[config.mk]
export PLATFORM = sky130hd
export DESIGN_NAME = boot_dly_seq_ctrl_flat
export DESIGN_NICKNAME = d
export VERILOG_FILES = /design/src/rtl/boot_dly_seq_ctrl_if.sv /design/src/rtl/boot_dly_seq_ctrl.sv /design/src/flat_wrapper.sv
export SDC_FILE = /design/constraint.sdc
export NUM_CORES = 1
export LEC_CHECK = 0
export BUFFER_PORTS_ARGS = -buffer_cell sky130_fd_sc_hd__buf_2
export CAP_MARGIN = 10
export CORE_MARGIN = 2
export CORE_UTILIZATION = 28
export CTS_BUF_LIST = sky130_fd_sc_hd__clkbuf_4 sky130_fd_sc_hd__clkbuf_8 sky130_fd_sc_hd__clkbuf_16
export DETAILED_ROUTE_END_ITERATION = 8
export MAX_ROUTING_LAYER = met4
export PLACE_DENSITY_LB_ADDON = 0.15
export SKIP_CTS_REPAIR_TIMING = 1
export SYNTH_ARGS = -nofsm -noshare
export SYNTH_HDL_FRONTEND = slang
export SYNTH_SLANG_ARGS = --single-unit
[constraint.sdc]
create_clock -name i_clk -period 3.2 [get_ports i_clk]
set_clock_uncertainty 0.05 [all_clocks]
set_input_delay 0.32 -clock i_clk [delete_from_list [all_inputs] [get_ports i_clk]]
set_output_delay 0.32 -clock i_clk [all_outputs]
set_load 0.05 [all_outputs]
[src/rtl/boot_dly_seq_ctrl_if.sv]
// Bundle of boot-step and request-channel signals between the sequencer (slave)
// and the bring-up / transaction-engine side (master).
interface boot_dly_seq_ctrl_if #(
   parameter int BOOT_STEPS = 2,
   parameter int NCH        = 2,
   parameter int TMO_W      = 16
);
   localparam int IDX_W = (BOOT_STEPS > 1) ? $clog2(BOOT_STEPS) : 1;

   // Handshake: every *_req / *_ack / step_done input and every *_start / *_done /
   // *_timeout output is a single-cycle pulse sampled on the rising clock edge;
   // ch_grant is a level held for the whole service window of one channel.
   logic                 step_done;
   logic                 step_start;
   logic [IDX_W-1:0]     step_idx;
   logic                 boot_pass;
   logic                 boot_fail;
   logic [NCH-1:0]       ch_req;
   logic [NCH-1:0]       ch_ack;
   logic [NCH*TMO_W-1:0] ch_tmo_ms;
   logic [NCH-1:0]       ch_grant;
   logic [NCH-1:0]       ch_done;
   logic [NCH-1:0]       ch_timeout;
   logic                 busy;
   logic [2:0]           dbg_state;

   modport master (
      output step_done, ch_req, ch_ack, ch_tmo_ms,
      input  step_start, step_idx, boot_pass, boot_fail,
             ch_grant, ch_done, ch_timeout, busy, dbg_state
   );

   modport slave (
      input  step_done, ch_req, ch_ack, ch_tmo_ms,
      output step_start, step_idx, boot_pass, boot_fail,
             ch_grant, ch_done, ch_timeout, busy, dbg_state
   );
endinterface

[src/rtl/boot_dly_seq_ctrl.sv]
// Boot sequencer (power settle, watchdogged read steps) followed by a fixed-priority
// arbiter that serves request channels with a per-channel millisecond timeout.
module boot_dly_seq_ctrl #(
   parameter int CLK_PER_MS   = 60000,
   parameter int PWR_DELAY_MS = 5000,
   parameter int BOOT_STEPS   = 2,
   parameter int STEP_GAP_MS  = 15,
   parameter int STEP_TMO_MS  = 50,
   parameter int NCH          = 2,
   parameter int TMO_W        = 16
) (
   input logic                i_clk,
   input logic                i_rst_n,
   boot_dly_seq_ctrl_if.slave bus
);

   localparam int IDX_W  = (BOOT_STEPS > 1) ? $clog2(BOOT_STEPS) : 1;
   localparam int PRE_W  = $clog2(CLK_PER_MS);
   localparam int MAX_A  = (PWR_DELAY_MS > STEP_GAP_MS) ? PWR_DELAY_MS : STEP_GAP_MS;
   localparam int MAX_B  = (MAX_A > STEP_TMO_MS) ? MAX_A : STEP_TMO_MS;
   localparam int MAX_T  = (1 << TMO_W) - 1;
   localparam int MAX_MS = (MAX_B > MAX_T) ? MAX_B : MAX_T;
   localparam int MS_W   = $clog2(MAX_MS + 1);

   typedef enum logic [2:0] {
      S_BOOT     = 3'd0,
      S_PWR_DLY  = 3'd1,
      S_STEP_RUN = 3'd2,
      S_STEP_GAP = 3'd3,
      S_IDLE     = 3'd4,
      S_CH_ACT   = 3'd5,
      S_FAIL     = 3'd6
   } state_t;

   state_t               state, state_nxt;
   logic [PRE_W-1:0]     pre_q;
   logic [MS_W-1:0]      ms_q;
   logic                 tick;
   logic [IDX_W-1:0]     idx_q;
   logic                 step_start_q;
   logic                 pass_q, fail_q;
   logic [NCH-1:0]       pend_q, grant_q, done_q, tout_q;
   logic [TMO_W-1:0]     tmo_q;

   logic [NCH-1:0]       sel_oh;
   logic [TMO_W-1:0]     tmo_sel;
   logic                 grant_load, done_fire, tmo_fire;
   logic                 pass_set, fail_set, idx_inc;

   assign tick = (pre_q == PRE_W'(CLK_PER_MS - 1));

   // Lowest pending index wins; its timeout field is picked alongside.
   always_comb begin
      sel_oh  = '0;
      tmo_sel = '0;
      for (int c = NCH - 1; c >= 0; c--) begin
         if (pend_q[c]) begin
            sel_oh    = '0;
            sel_oh[c] = 1'b1;
            tmo_sel   = bus.ch_tmo_ms[c*TMO_W +: TMO_W];
         end
      end
   end

   always_comb begin
      state_nxt  = state;
      grant_load = 1'b0;
      done_fire  = 1'b0;
      tmo_fire   = 1'b0;
      pass_set   = 1'b0;
      fail_set   = 1'b0;
      idx_inc    = 1'b0;
      case (state)
         S_BOOT: state_nxt = S_PWR_DLY;
         S_PWR_DLY: begin
            if (tick && ms_q == MS_W'(PWR_DELAY_MS - 1))
               state_nxt = S_STEP_RUN;
         end
         S_STEP_RUN: begin
            // A completion seen on the watchdog's final tick still counts as success.
            if (bus.step_done) begin
               if (idx_q == IDX_W'(BOOT_STEPS - 1)) begin
                  state_nxt = S_IDLE;
                  pass_set  = 1'b1;
               end else begin
                  state_nxt = S_STEP_GAP;
               end
            end else if (tick && ms_q == MS_W'(STEP_TMO_MS - 1)) begin
               state_nxt = S_FAIL;
               fail_set  = 1'b1;
            end
         end
         S_STEP_GAP: begin
            if (tick && ms_q == MS_W'(STEP_GAP_MS - 1)) begin
               state_nxt = S_STEP_RUN;
               idx_inc   = 1'b1;
            end
         end
         S_IDLE: begin
            if (|pend_q) begin
               state_nxt  = S_CH_ACT;
               grant_load = 1'b1;
            end
         end
         S_CH_ACT: begin
            if (|(bus.ch_ack & grant_q)) begin
               state_nxt = S_IDLE;
               done_fire = 1'b1;
            end else if (tick && ms_q == MS_W'(tmo_q - TMO_W'(1))) begin
               state_nxt = S_IDLE;
               tmo_fire  = 1'b1;
            end
         end
         S_FAIL: state_nxt = S_FAIL;
         default: state_nxt = S_BOOT;
      endcase
   end

   always_ff @(posedge i_clk) begin
      if (!i_rst_n) state <= S_BOOT;
      else          state <= state_nxt;
   end

   // Timebase restarts on every state change and idles in untimed states.
   always_ff @(posedge i_clk) begin
      if (!i_rst_n) begin
         pre_q <= '0;
         ms_q  <= '0;
      end else if (state_nxt != state || state == S_BOOT ||
                   state == S_IDLE || state == S_FAIL) begin
         pre_q <= '0;
         ms_q  <= '0;
      end else if (tick) begin
         pre_q <= '0;
         ms_q  <= ms_q + MS_W'(1);
      end else begin
         pre_q <= pre_q + PRE_W'(1);
      end
   end

   always_ff @(posedge i_clk) begin
      if (!i_rst_n) begin
         idx_q        <= '0;
         step_start_q <= 1'b0;
         pass_q       <= 1'b0;
         fail_q       <= 1'b0;
         pend_q       <= '0;
         grant_q      <= '0;
         done_q       <= '0;
         tout_q       <= '0;
         tmo_q        <= TMO_W'(1);
      end else begin
         step_start_q <= (state_nxt == S_STEP_RUN) && (state != S_STEP_RUN);
         if (idx_inc)  idx_q  <= idx_q + IDX_W'(1);
         if (pass_set) pass_q <= 1'b1;
         if (fail_set) fail_q <= 1'b1;
         // New requests override the grant-time clear of the same bit.
         pend_q <= (pend_q & ~(grant_load ? sel_oh : '0)) | bus.ch_req;
         if (grant_load) begin
            grant_q <= sel_oh;
            tmo_q   <= (tmo_sel == '0) ? TMO_W'(1) : tmo_sel;
         end else if (done_fire || tmo_fire) begin
            grant_q <= '0;
         end
         done_q <= done_fire ? grant_q : '0;
         tout_q <= tmo_fire  ? grant_q : '0;
      end
   end

   assign bus.step_start = step_start_q;
   assign bus.step_idx   = idx_q;
   assign bus.boot_pass  = pass_q;
   assign bus.boot_fail  = fail_q;
   assign bus.ch_grant   = grant_q;
   assign bus.ch_done    = done_q;
   assign bus.ch_timeout = tout_q;
   assign bus.busy       = (state != S_IDLE);
   assign bus.dbg_state  = state;

endmodule

[src/flat_wrapper.sv]
// flat-port wrapper written by rule: the top's interface ports become plain ports
module boot_dly_seq_ctrl_flat 
#(
   parameter int CLK_PER_MS   = 60000,
   parameter int PWR_DELAY_MS = 5000,
   parameter int BOOT_STEPS   = 2,
   parameter int STEP_GAP_MS  = 15,
   parameter int STEP_TMO_MS  = 50,
   parameter int NCH          = 2,
   parameter int TMO_W        = 16
)
  (i_clk, i_rst_n, bus_step_done, bus_ch_req, bus_ch_ack, bus_ch_tmo_ms, bus_step_start, bus_step_idx, bus_boot_pass, bus_boot_fail, bus_ch_grant, bus_ch_done, bus_ch_timeout, bus_busy, bus_dbg_state);
  boot_dly_seq_ctrl_if #(.BOOT_STEPS(BOOT_STEPS), .NCH(NCH), .TMO_W(TMO_W)) bus_i ();
  input logic i_clk;
  input logic i_rst_n;
  input wire logic [$bits(bus_i.step_done)-1:0] bus_step_done;
  input wire logic [$bits(bus_i.ch_req)-1:0] bus_ch_req;
  input wire logic [$bits(bus_i.ch_ack)-1:0] bus_ch_ack;
  input wire logic [$bits(bus_i.ch_tmo_ms)-1:0] bus_ch_tmo_ms;
  output wire logic [$bits(bus_i.step_start)-1:0] bus_step_start;
  output wire logic [$bits(bus_i.step_idx)-1:0] bus_step_idx;
  output wire logic [$bits(bus_i.boot_pass)-1:0] bus_boot_pass;
  output wire logic [$bits(bus_i.boot_fail)-1:0] bus_boot_fail;
  output wire logic [$bits(bus_i.ch_grant)-1:0] bus_ch_grant;
  output wire logic [$bits(bus_i.ch_done)-1:0] bus_ch_done;
  output wire logic [$bits(bus_i.ch_timeout)-1:0] bus_ch_timeout;
  output wire logic [$bits(bus_i.busy)-1:0] bus_busy;
  output wire logic [$bits(bus_i.dbg_state)-1:0] bus_dbg_state;
  assign bus_i.step_done = bus_step_done;
  assign bus_i.ch_req = bus_ch_req;
  assign bus_i.ch_ack = bus_ch_ack;
  assign bus_i.ch_tmo_ms = bus_ch_tmo_ms;
  assign bus_step_start = bus_i.step_start;
  assign bus_step_idx = bus_i.step_idx;
  assign bus_boot_pass = bus_i.boot_pass;
  assign bus_boot_fail = bus_i.boot_fail;
  assign bus_ch_grant = bus_i.ch_grant;
  assign bus_ch_done = bus_i.ch_done;
  assign bus_ch_timeout = bus_i.ch_timeout;
  assign bus_busy = bus_i.busy;
  assign bus_dbg_state = bus_i.dbg_state;
  boot_dly_seq_ctrl #(.CLK_PER_MS(CLK_PER_MS), .PWR_DELAY_MS(PWR_DELAY_MS), .BOOT_STEPS(BOOT_STEPS), .STEP_GAP_MS(STEP_GAP_MS), .STEP_TMO_MS(STEP_TMO_MS), .NCH(NCH), .TMO_W(TMO_W)) u_core (.i_clk(i_clk), .i_rst_n(i_rst_n), .bus(bus_i));
endmodule
# After elaboration in Yosys (flattened, before gate mapping)
# Cells that the tools add are included.
totals:
  register_bits: 63
  latch_bits: 0
  mem_bits_rw: 0
  mem_bits_ro: 0
  inputBits: 39
  wordCells: 86
  memories: 0
classes:
  addsub: 4
  multipliers: 0
  div: 0
  magnitude_cmp: 0
  eq_ne: 15
  shift: 0
  n_mux: 32
  n_bitwise: 5
  n_reduce_logical: 18
ops:
  columns: ["cell", "count"]
  rows:
  - ["$mux W16", 3]
  - ["$add A16 B1 Y16 const B", 2]
  - ["$mux W3", 8]
  - ["$pmux W3 S7", 1]
  - ["$eq A16 B13 Y1 const B", 1]
  - ["$eq A16 B16 Y1", 1]
  - ["$eq A16 B16 Y1 const B", 1]
  - ["$eq A16 B4 Y1 const B", 1]
  - ["$eq A16 B6 Y1 const B", 1]
  - ["$logic_not A16 Y1", 1]
  - ["$sub A16 B1 Y16 const B", 1]
  - ["$mux W1", 15]
  - ["$mux W2", 5]
  - ["$eq A3 B2 Y1 const B", 3]
  - ["$eq A3 B3 Y1 const B", 3]
  - ["$reduce_or A2 Y1", 3]
  - ["$logic_and A1 B1 Y1", 5]
  - ["$and A2 B2 Y2", 2]
  - ["$logic_or A1 B1 Y1", 4]
  - ["$reduce_and A2 Y1", 2]
  - ["$eq A3 B1 Y1 const B", 1]
  - ["$logic_not A3 Y1", 1]
  - ["$ne A3 B2 Y1 const B", 1]
  - ["$ne A3 B3 Y1", 1]
  - ["other kinds (7)", 7]

# Depth between registers and ports, before layout
# Gate-level depths: netlist (run 1).
depth:
  depth_word: 11
  ltp_mapped: 11

# Worst setup path after synthesis (run 1)
# No wires, ideal clock.
synth_timing:
  path_type: "register -> register"
  from: "register u_core.state[2], in the netlist u_core.bus.dbg_state[2]"
  to: "register u_core.tmo_q[10]"
  arrival_time_ns: 2.337
  required_ns: 3.064
  slack_ns: 0.728
  stages_incl_launch_ff: 8
  n_path_buf: 1
  synth_period_minus_slack_ns: 2.472
  path_cell_list: "dfxtp_1 nor2b_1 nor2b_1 inv_1 nor2_1 clkbuf_1 nor2_1 a211oi_1"
synth_via:
  elab_chain_len: 2
synth_rtl:
  columns: ["element", "line", "rtl"]
  rows:
  - ["from (decl)", "boot_dly_seq_ctrl.sv:35", "state_t state, state_nxt;"]
  - ["from (signal assigned)", "boot_dly_seq_ctrl.sv:121", "else state <= state_nxt;"]
  - ["$eq A3 B3 Y1", "boot_dly_seq_ctrl.sv:73", "case (state)"]
  - ["$mux W1", "boot_dly_seq_ctrl.sv:73", null]
  - ["to (signal assigned)", "boot_dly_seq_ctrl.sv:161", "tmo_q <= (tmo_sel == '0) ? TMO_W'(1) : tmo_sel;"]
  - ["to (decl)", "boot_dly_seq_ctrl.sv:43", "logic [TMO_W-1:0] tmo_q;"]
# Every way passes these cells.
# A chain may end at the register's enable or synchronous reset.

# Worst setup path after layout (run 1)
layout_timing:
  from: "register u_core.ms_q[6]"
  to: "register u_core.ms_q[1]"
layout_via:
  elab_chain_len: 10
layout_rtl:
  columns: ["element", "line", "rtl"]
  rows:
  - ["from (decl)", "boot_dly_seq_ctrl.sv:37", "logic [MS_W-1:0] ms_q;"]
  - ["from (signal assigned)", "boot_dly_seq_ctrl.sv:135", "ms_q <= ms_q + MS_W'(1);"]
  - ["$eq A16 B16 Y1 or $eq A16 B6 Y1 (tied branches)", "boot_dly_seq_ctrl.sv:109, boot_dly_seq_ctrl.sv:88", null]
  - ["$logic_and A1 B1 Y1 (on tied branches)", "boot_dly_seq_ctrl.sv:109, boot_dly_seq_ctrl.sv:88", null]
  - ["$mux W3 (on tied branches)", "boot_dly_seq_ctrl.sv:109, boot_dly_seq_ctrl.sv:88", null]
  - ["$mux W3 (on tied branches)", "boot_dly_seq_ctrl.sv:106, boot_dly_seq_ctrl.sv:81", null]
  - ["$pmux W3 S7 (*)", "boot_dly_seq_ctrl.sv:73", null]
  - ["$ne A3 B3 Y1 (*)", "boot_dly_seq_ctrl.sv:129", "end else if (state_nxt != state || state == S_BOOT ||"]
  - ["$logic_or A1 B1 Y1 (*) (2 in a row)", "boot_dly_seq_ctrl.sv:129", null]
  - ["$logic_or A1 B1 Y1 (*)", "boot_dly_seq_ctrl.sv:130", "state == S_IDLE || state == S_FAIL) begin"]
  - ["$reduce_or A2 Y1 (no line) (*)", null, null]
# Mark *: on every way between the ends. The rest lies on a longest branch, timed or not.

==> metrics.yaml, run 1 <==
status: "finished, final reports clean"
cts.sinks: 63
fin_tns_setup_ns: 0
rsz0062_at_grt: "false"
min_period_ns: 2.872
ys_ff_latch: 63
ys_seq_area_share_pct: 35.10
cts-root-buf: "clkbuf_16"
grt_pass1_wl_mm: 14.74
dpl.hpwl_mm: 6.693
cp_cell_sequence: "or4_4 > nor4_1 > nand4_1 > a31oi_1 > a21oi_1 > a31oi_4 > buf_12 > a211oi_1"
cp_slowest_stage_delay_ns: 0.60
required_ns: 3.36
antenna_cells: 0
grtUsageTotal_pct: 14.23
core_area_um2: 12570
area_delta_synth_final_pct: 19.19
routed_wl_mm: 9.000
ff_latch_area_um2: 1261
post_drt_wl_per_cell_um: 14.08
clockBufferDepth: 2
floorplan.initialDensity_pct: 28.59
slew_viol_final: 0
fmax_mhz: 348.1
clk_latency_ns: 0.33
grt_max_degree: 33
grt-ovfl-total: 0
yosysWarnings: 0
placed_area_um2: 3969
finalHoldViolCount: 0
critical-path-slowest-cell: "nor4_1"
die-area_um2: 13760
fin_util_pct: 34.08
cts_made_buffers: 9
crit_fanout: 32
vias: 3103
max-cap-violations: 0
fin_crit_sh_pct: 89.76
synthesis.area_um2: 3593
clk_pin_slew_ns: 0.05
nFillCells: 1323
critPathLaunchType: "register"
core.rowCount: 41
multiInputGateArea_um2: 2130
drtIter0Drc: 127
dominantRegCellSynth: "dfxtp_1"
setup_viol: 0
via_per_inst: 4.856
drive_above_1_share_pct: 20.99
gp_congestion: 0.8143
remaining_drc_errors: 0
ir_drop_mv: 0.1839
cts_tree: "yes"
async_reset_ff_share_pct: 0
io_buffers: 52
worst-path-buf-inv: 1
crit_type: "register to register"
cp_data_arrival_time_ns: 3.03
power_density_nw_per_um2: 445.1
die_y_um: 117.3
p_leak_nw: 1.611
power.total_mw: 1.906
hold_class: "primary input to register"
fin_area_um2: 4283
holdWs_ns: 0.1489
worst_pin_slew_ns: 0.9766
yosysUniqueCellTypes: 69
io_pins: 53
slew_headroom_pct: 34.76
crit_family: "simple AND/OR/NAND/NOR gates"
grt_pass1_vias: 2873
final_nets: 506
postRouteAntennaNets: 0
die-width_um: 117.3
firstDrtPassIters: 4
h-tree-depth: 3
setup.worst_path.end_class: "register"
syn_inst: 417
syn_avg_cell_area_um2: 8.617
synthesis.nets: 461
grt_antenna_before_repair: 0
synth_edf_count: 0
==> worst min-delay path: stages <==
cell     delay, ns
buf_2         0.08
a21oi_1       0.03
nor2_1        0.06
==> report_power, final <==
group | total, mW | switching [mW] | internal (mW)
combinational | 0.0880 | 0.0494 | 0.0386
sequential | 0.799 | 0.0100 | 0.789
clock | 1.02 | 0.347 | 0.672
==> registers in the layout (all words and copies together) (netlist names) <==
name and flops:
u_core.bus.ch_grant 2, u_core.bus.dbg_state 3, u_core.ms_q 16, u_core.bus.step_start 1, u_core.bus.step_idx 1, u_core.bus.boot_fail 1
u_core.pre_q 16, u_core.bus.ch_done 2, u_core.tmo_q 16, u_core.pend_q 2, u_core.bus.ch_timeout 2, u_core.bus.boot_pass 1
==> kinds of logic after synthesis <==
kind of cell               count (synthesis)  synth area share, %
AOI/OAI and AO/OA                         75                16.02
xor gates and xnor gates                  49                11.94
adders and majority gates                  5                1.741
buffers and inverters                     36                5.710
DFF                                       63                35.10
muxes                                      1               0.2786
and+or+nand+nor                          188                29.21
==> cell usage in the layout (no fill, tap or decap), types with 6 or more instances in the layout <==
master     instances
clkbuf_16          9
inv_1             11
xor2_1            29
a211oi_1          19
and4_1             7
nor3_1            10
nand2_1           22
nor4_1             6
o21ai_0            7
xnor2_1           20
and3_1             7
nand3_1           15
buf_2             52
dfxtp_1           63
a21oi_1           10
a22oi_1           17
nand4_1           13
nor2_1            62
==> worst paths after layout <==
| kind | startpoint | to | slack (ns) | depth (start not counted) |
|---|---|---|---|---|
| setup reg to reg | u_core.ms_q[6]$_SDFFE_PP0P_ | u_core.ms_q[1]$_SDFFE_PP0P_ | 0.33 | 8 |
| setup / recovery | u_core.ms_q[6]$_SDFFE_PP0P_ | u_core.ms_q[1]$_SDFFE_PP0P_ | 0.33 | 8 |
| hold / removal | bus_ch_req[0] | u_core.pend_q[0]$_SDFF_PN0_ | 0.15 | 3 |
| hold reg to reg | u_core.bus.boot_pass$_SDFFE_PN0P_ | u_core.bus.boot_pass$_SDFFE_PN0P_ | 0.44 | 2 |
==> synthesized netlist by cell type (3+ instances only) <==
master | number | area share, %
clkbuf_1 | 12 | 1.3
nor4_1 | 6 | 1.0
and2_1 | 5 | 0.87
xor2_1 | 29 | 7.1
nor2b_1 | 4 | 0.70
a22oi_1 | 17 | 3.6
nor3_2 | 5 | 1.4
nand2_1 | 22 | 2.3
dfxtp_1 | 63 | 35
buf_6 | 8 | 2.5
nor2_1 | 63 | 6.6
ha_1 | 5 | 1.7
nor3_1 | 10 | 1.4
nand4_1 | 13 | 2.3
inv_1 | 11 | 1.1
a21oi_1 | 10 | 1.4
and3_1 | 7 | 1.2
xnor2_1 | 20 | 4.9
nand3b_1 | 3 | 0.63
o21ai_0 | 7 | 0.97
a211oi_1 | 19 | 4.0
and4_1 | 7 | 1.7
or4_1 | 3 | 0.63
nand3_1 | 15 | 2.1
nand4b_1 | 3 | 0.73
==> stage by stage <==
step / worst slack, ns / instances
floorplan: 0.7277 / 417
global placement: 0.3514 / 623
detailed placement: 0.3255 / 623
CTS: 0.3129 / 639
global route: 0.09952 / 639
finish: 0.3276 / 639
==> layout make-up <==
cell class | count | share of cell area, %
tap | 172 | 5.025
inverter | 12 | 1.052
clock buffer | 13 | 6.398
timing repair buffer | 58 | 7.420
sequential | 63 | 29.45
multi-input combinational | 318 | 49.72
clock inverter | 3 | 0.9349
==> layer usage <==
metal | track usage (%) | vias to the layer above | part of all wire [%]
met5 | - | - | 0
met4 | 7.373 | 0 | 2.9
met3 | 2.008 | 16 | 2.2
met2 | 19.96 | 31 | 45
met1 | 19.72 | 1453 | 50
li1 | - | 1603 | -
Power figures use the tool's default switching activity.
==> inputs of run 2 (changes only) <==
--- a/config.mk
+++ b/config.mk
@@ -9,7 +9,6 @@
 export CAP_MARGIN = 10
 export CORE_MARGIN = 2
 export CORE_UTILIZATION = 28
-export CTS_BUF_LIST = sky130_fd_sc_hd__clkbuf_4 sky130_fd_sc_hd__clkbuf_8 sky130_fd_sc_hd__clkbuf_16
 export DETAILED_ROUTE_END_ITERATION = 8
 export MAX_ROUTING_LAYER = met4
 export PLACE_DENSITY_LB_ADDON = 0.15
==> run 2 against run 1 <==
Against the previous run:
- combinational power hardly changed
- wire length hardly changed
- die area stayed put
- global-route usage stayed put
- largest power group unchanged
- setup slack hardly changed
- cell area hardly changed
- register-to-register slack hardly changed
==> metrics.yaml, run 2 (same netlist as run 1, synthesis figures left out) <==
status: "finished, final reports clean"
grt_pass1_vias: 2873
grt-ovfl-total: 0
final_nets: 506
power_density_nw_per_um2: 443.7
min_period_ns: 2.873
h-tree-depth: 3
dpl.hpwl_mm: 6.693
placed_area_um2: 3969
io_buffers: 52
max-cap-violations: 0
cts_tree: "yes"
cts_made_buffers: 9
top_regs: "u_core.ms_q (16), u_core.pre_q (16), u_core.tmo_q (16)"
clockBufferDepth: 2
grtUsageTotal_pct: 14.23
fin_crit_sh_pct: 89.77
cts.sinks: 63
slew_viol_final: 0
via_per_inst: 4.859
cp_data_arrival_time_ns: 3.04
mostFrequentLayoutCell: "dfxtp_1"
p_leak_nw: 1.608
fin_area_um2: 4279
area_delta_synth_final_pct: 19.08
cts-root-buf: "clkbuf_16"
ff_latch_area_um2: 1261
grt_max_degree: 33
slew_headroom_pct: 34.76
die_y_um: 117.3
r2r-start: "u_core.ms_q[6]$_SDFFE_PP0P_"
post_drt_wl_per_cell_um: 14.08
firstDrtPassIters: 4
rsz0062_at_grt: "false"
fin_tns_setup_ns: 0
postRouteAntennaNets: 0
clk_latency_ns: 0.33
crit_fanout: 32
gp_congestion: 0.8143
clk_pin_slew_ns: 0.05
grt_pass1_wl_mm: 14.74
io_pins: 53
nFillCells: 1325
multiInputGateArea_um2: 2130
drtIter0Drc: 126
holdWs_ns: 0.1488
drive_above_1_share_pct: 20.77
core_area_um2: 12570
power.total_mw: 1.899
reg2reg_depth: 8
critPathLaunchType: "register"
core.rowCount: 41
r2r_end: "u_core.ms_q[8]$_SDFFE_PP0P_"
required_ns: 3.37
critPathCapture: "u_core.ms_q[8]$_SDFFE_PP0P_"
crit_type: "register to register"
reg2reg_setup_slack_ns: 0.33
die-area_um2: 13760
vias: 3105
remaining_drc_errors: 0
ir_drop_mv: 0.1839
hold_class: "primary input to register"
routed_wl_mm: 8.998
worst_pin_slew_ns: 0.9766
setup_viol: 0
finalHoldViolCount: 0
fmax_mhz: 348.1
floorplan.initialDensity_pct: 28.59
antenna_cells: 0
cp-startpoint: "u_core.ms_q[6]$_SDFFE_PP0P_"
die-width_um: 117.3
mostFrequentLayoutCells: "dfxtp_1 (63), nor2_1 (62), buf_2 (52)"
grt_antenna_before_repair: 0
setup.worst_path.end_class: "register"
run 2: changes by cell type in the layout (fill, tap and decap cells not counted):
cell	delta
clkbuf_1	+1
clkbuf_4	-1
run 2: final cells by class:
class                      count  area share (%)
tap                          172           5.029
multi-input combinational    318           49.77
clock buffer                  13           6.316
clock inverter                 3          0.9357
inverter                      12           1.053
sequential                    63           29.47
timing repair buffer          58           7.427
run 2: per-layer routing:
metal / up-vias / part of all wire, % / wire length (um) / global-route usage, %
met5: - / 0 / 0 / -
met4: 0 / 2.9 / 265 / 7.373
met3: 16 / 2.4 / 219 / 2.008
met2: 33 / 45 / 4015 / 19.96
met1: 1452 / 50 / 4497 / 19.72
li1: 1604 / - / - / -
run 2: per-stage QoR:
stage | instances | util (%) | setup slack [ns]
final | 639 | 34.05 | 0.3274
after global placement | 623 | 31.58 | 0.3514
after detailed placement | 623 | 31.58 | 0.3255
after global routing | 639 | 34.05 | 0.09952
after CTS | 639 | 34.05 | 0.3133
after floorplan | 417 | - | 0.7277
run 2: worst max-delay path: stages, from the launching register on:
cell and delay [ns]:
dfxtp_1 0.37, or4_4 0.54, nor4_1 0.60, nand4_1 0.28
a31oi_1 0.31, a21oi_1 0.14, a31oi_4 0.18, buf_12 0.21
nor2_1 0.07
run 2: worst min path at each step:
stage,from,slack [ns],depth (start not counted),end
2_1_floorplan,i_rst_n,0.36,1,u_core.tmo_q[0]$_SDFFE_PN1P_
3_3_place_gp,u_core.bus.boot_pass$_SDFFE_PN0P_,0.43,2,u_core.bus.boot_pass$_SDFFE_PN0P_
3_5_place_dp,u_core.bus.boot_pass$_SDFFE_PN0P_,0.44,2,u_core.bus.boot_pass$_SDFFE_PN0P_
4_1_cts,bus_ch_req[0],0.14,3,u_core.pend_q[0]$_SDFF_PN0_
5_1_grt,bus_ch_req[0],0.17,3,u_core.pend_q[0]$_SDFF_PN0_
6_report,bus_ch_req[0],0.15,3,u_core.pend_q[0]$_SDFF_PN0_
run 2: where the power goes:
part	internal, mW	switching, mW	total, mW	leakage [nW]
clock	0.664	0.348	1.01	0.156
sequential	0.789	0.0100	0.799	0.508
combinational	0.0386	0.0495	0.0881	0.944
total	1.49	0.407	1.90	1.61
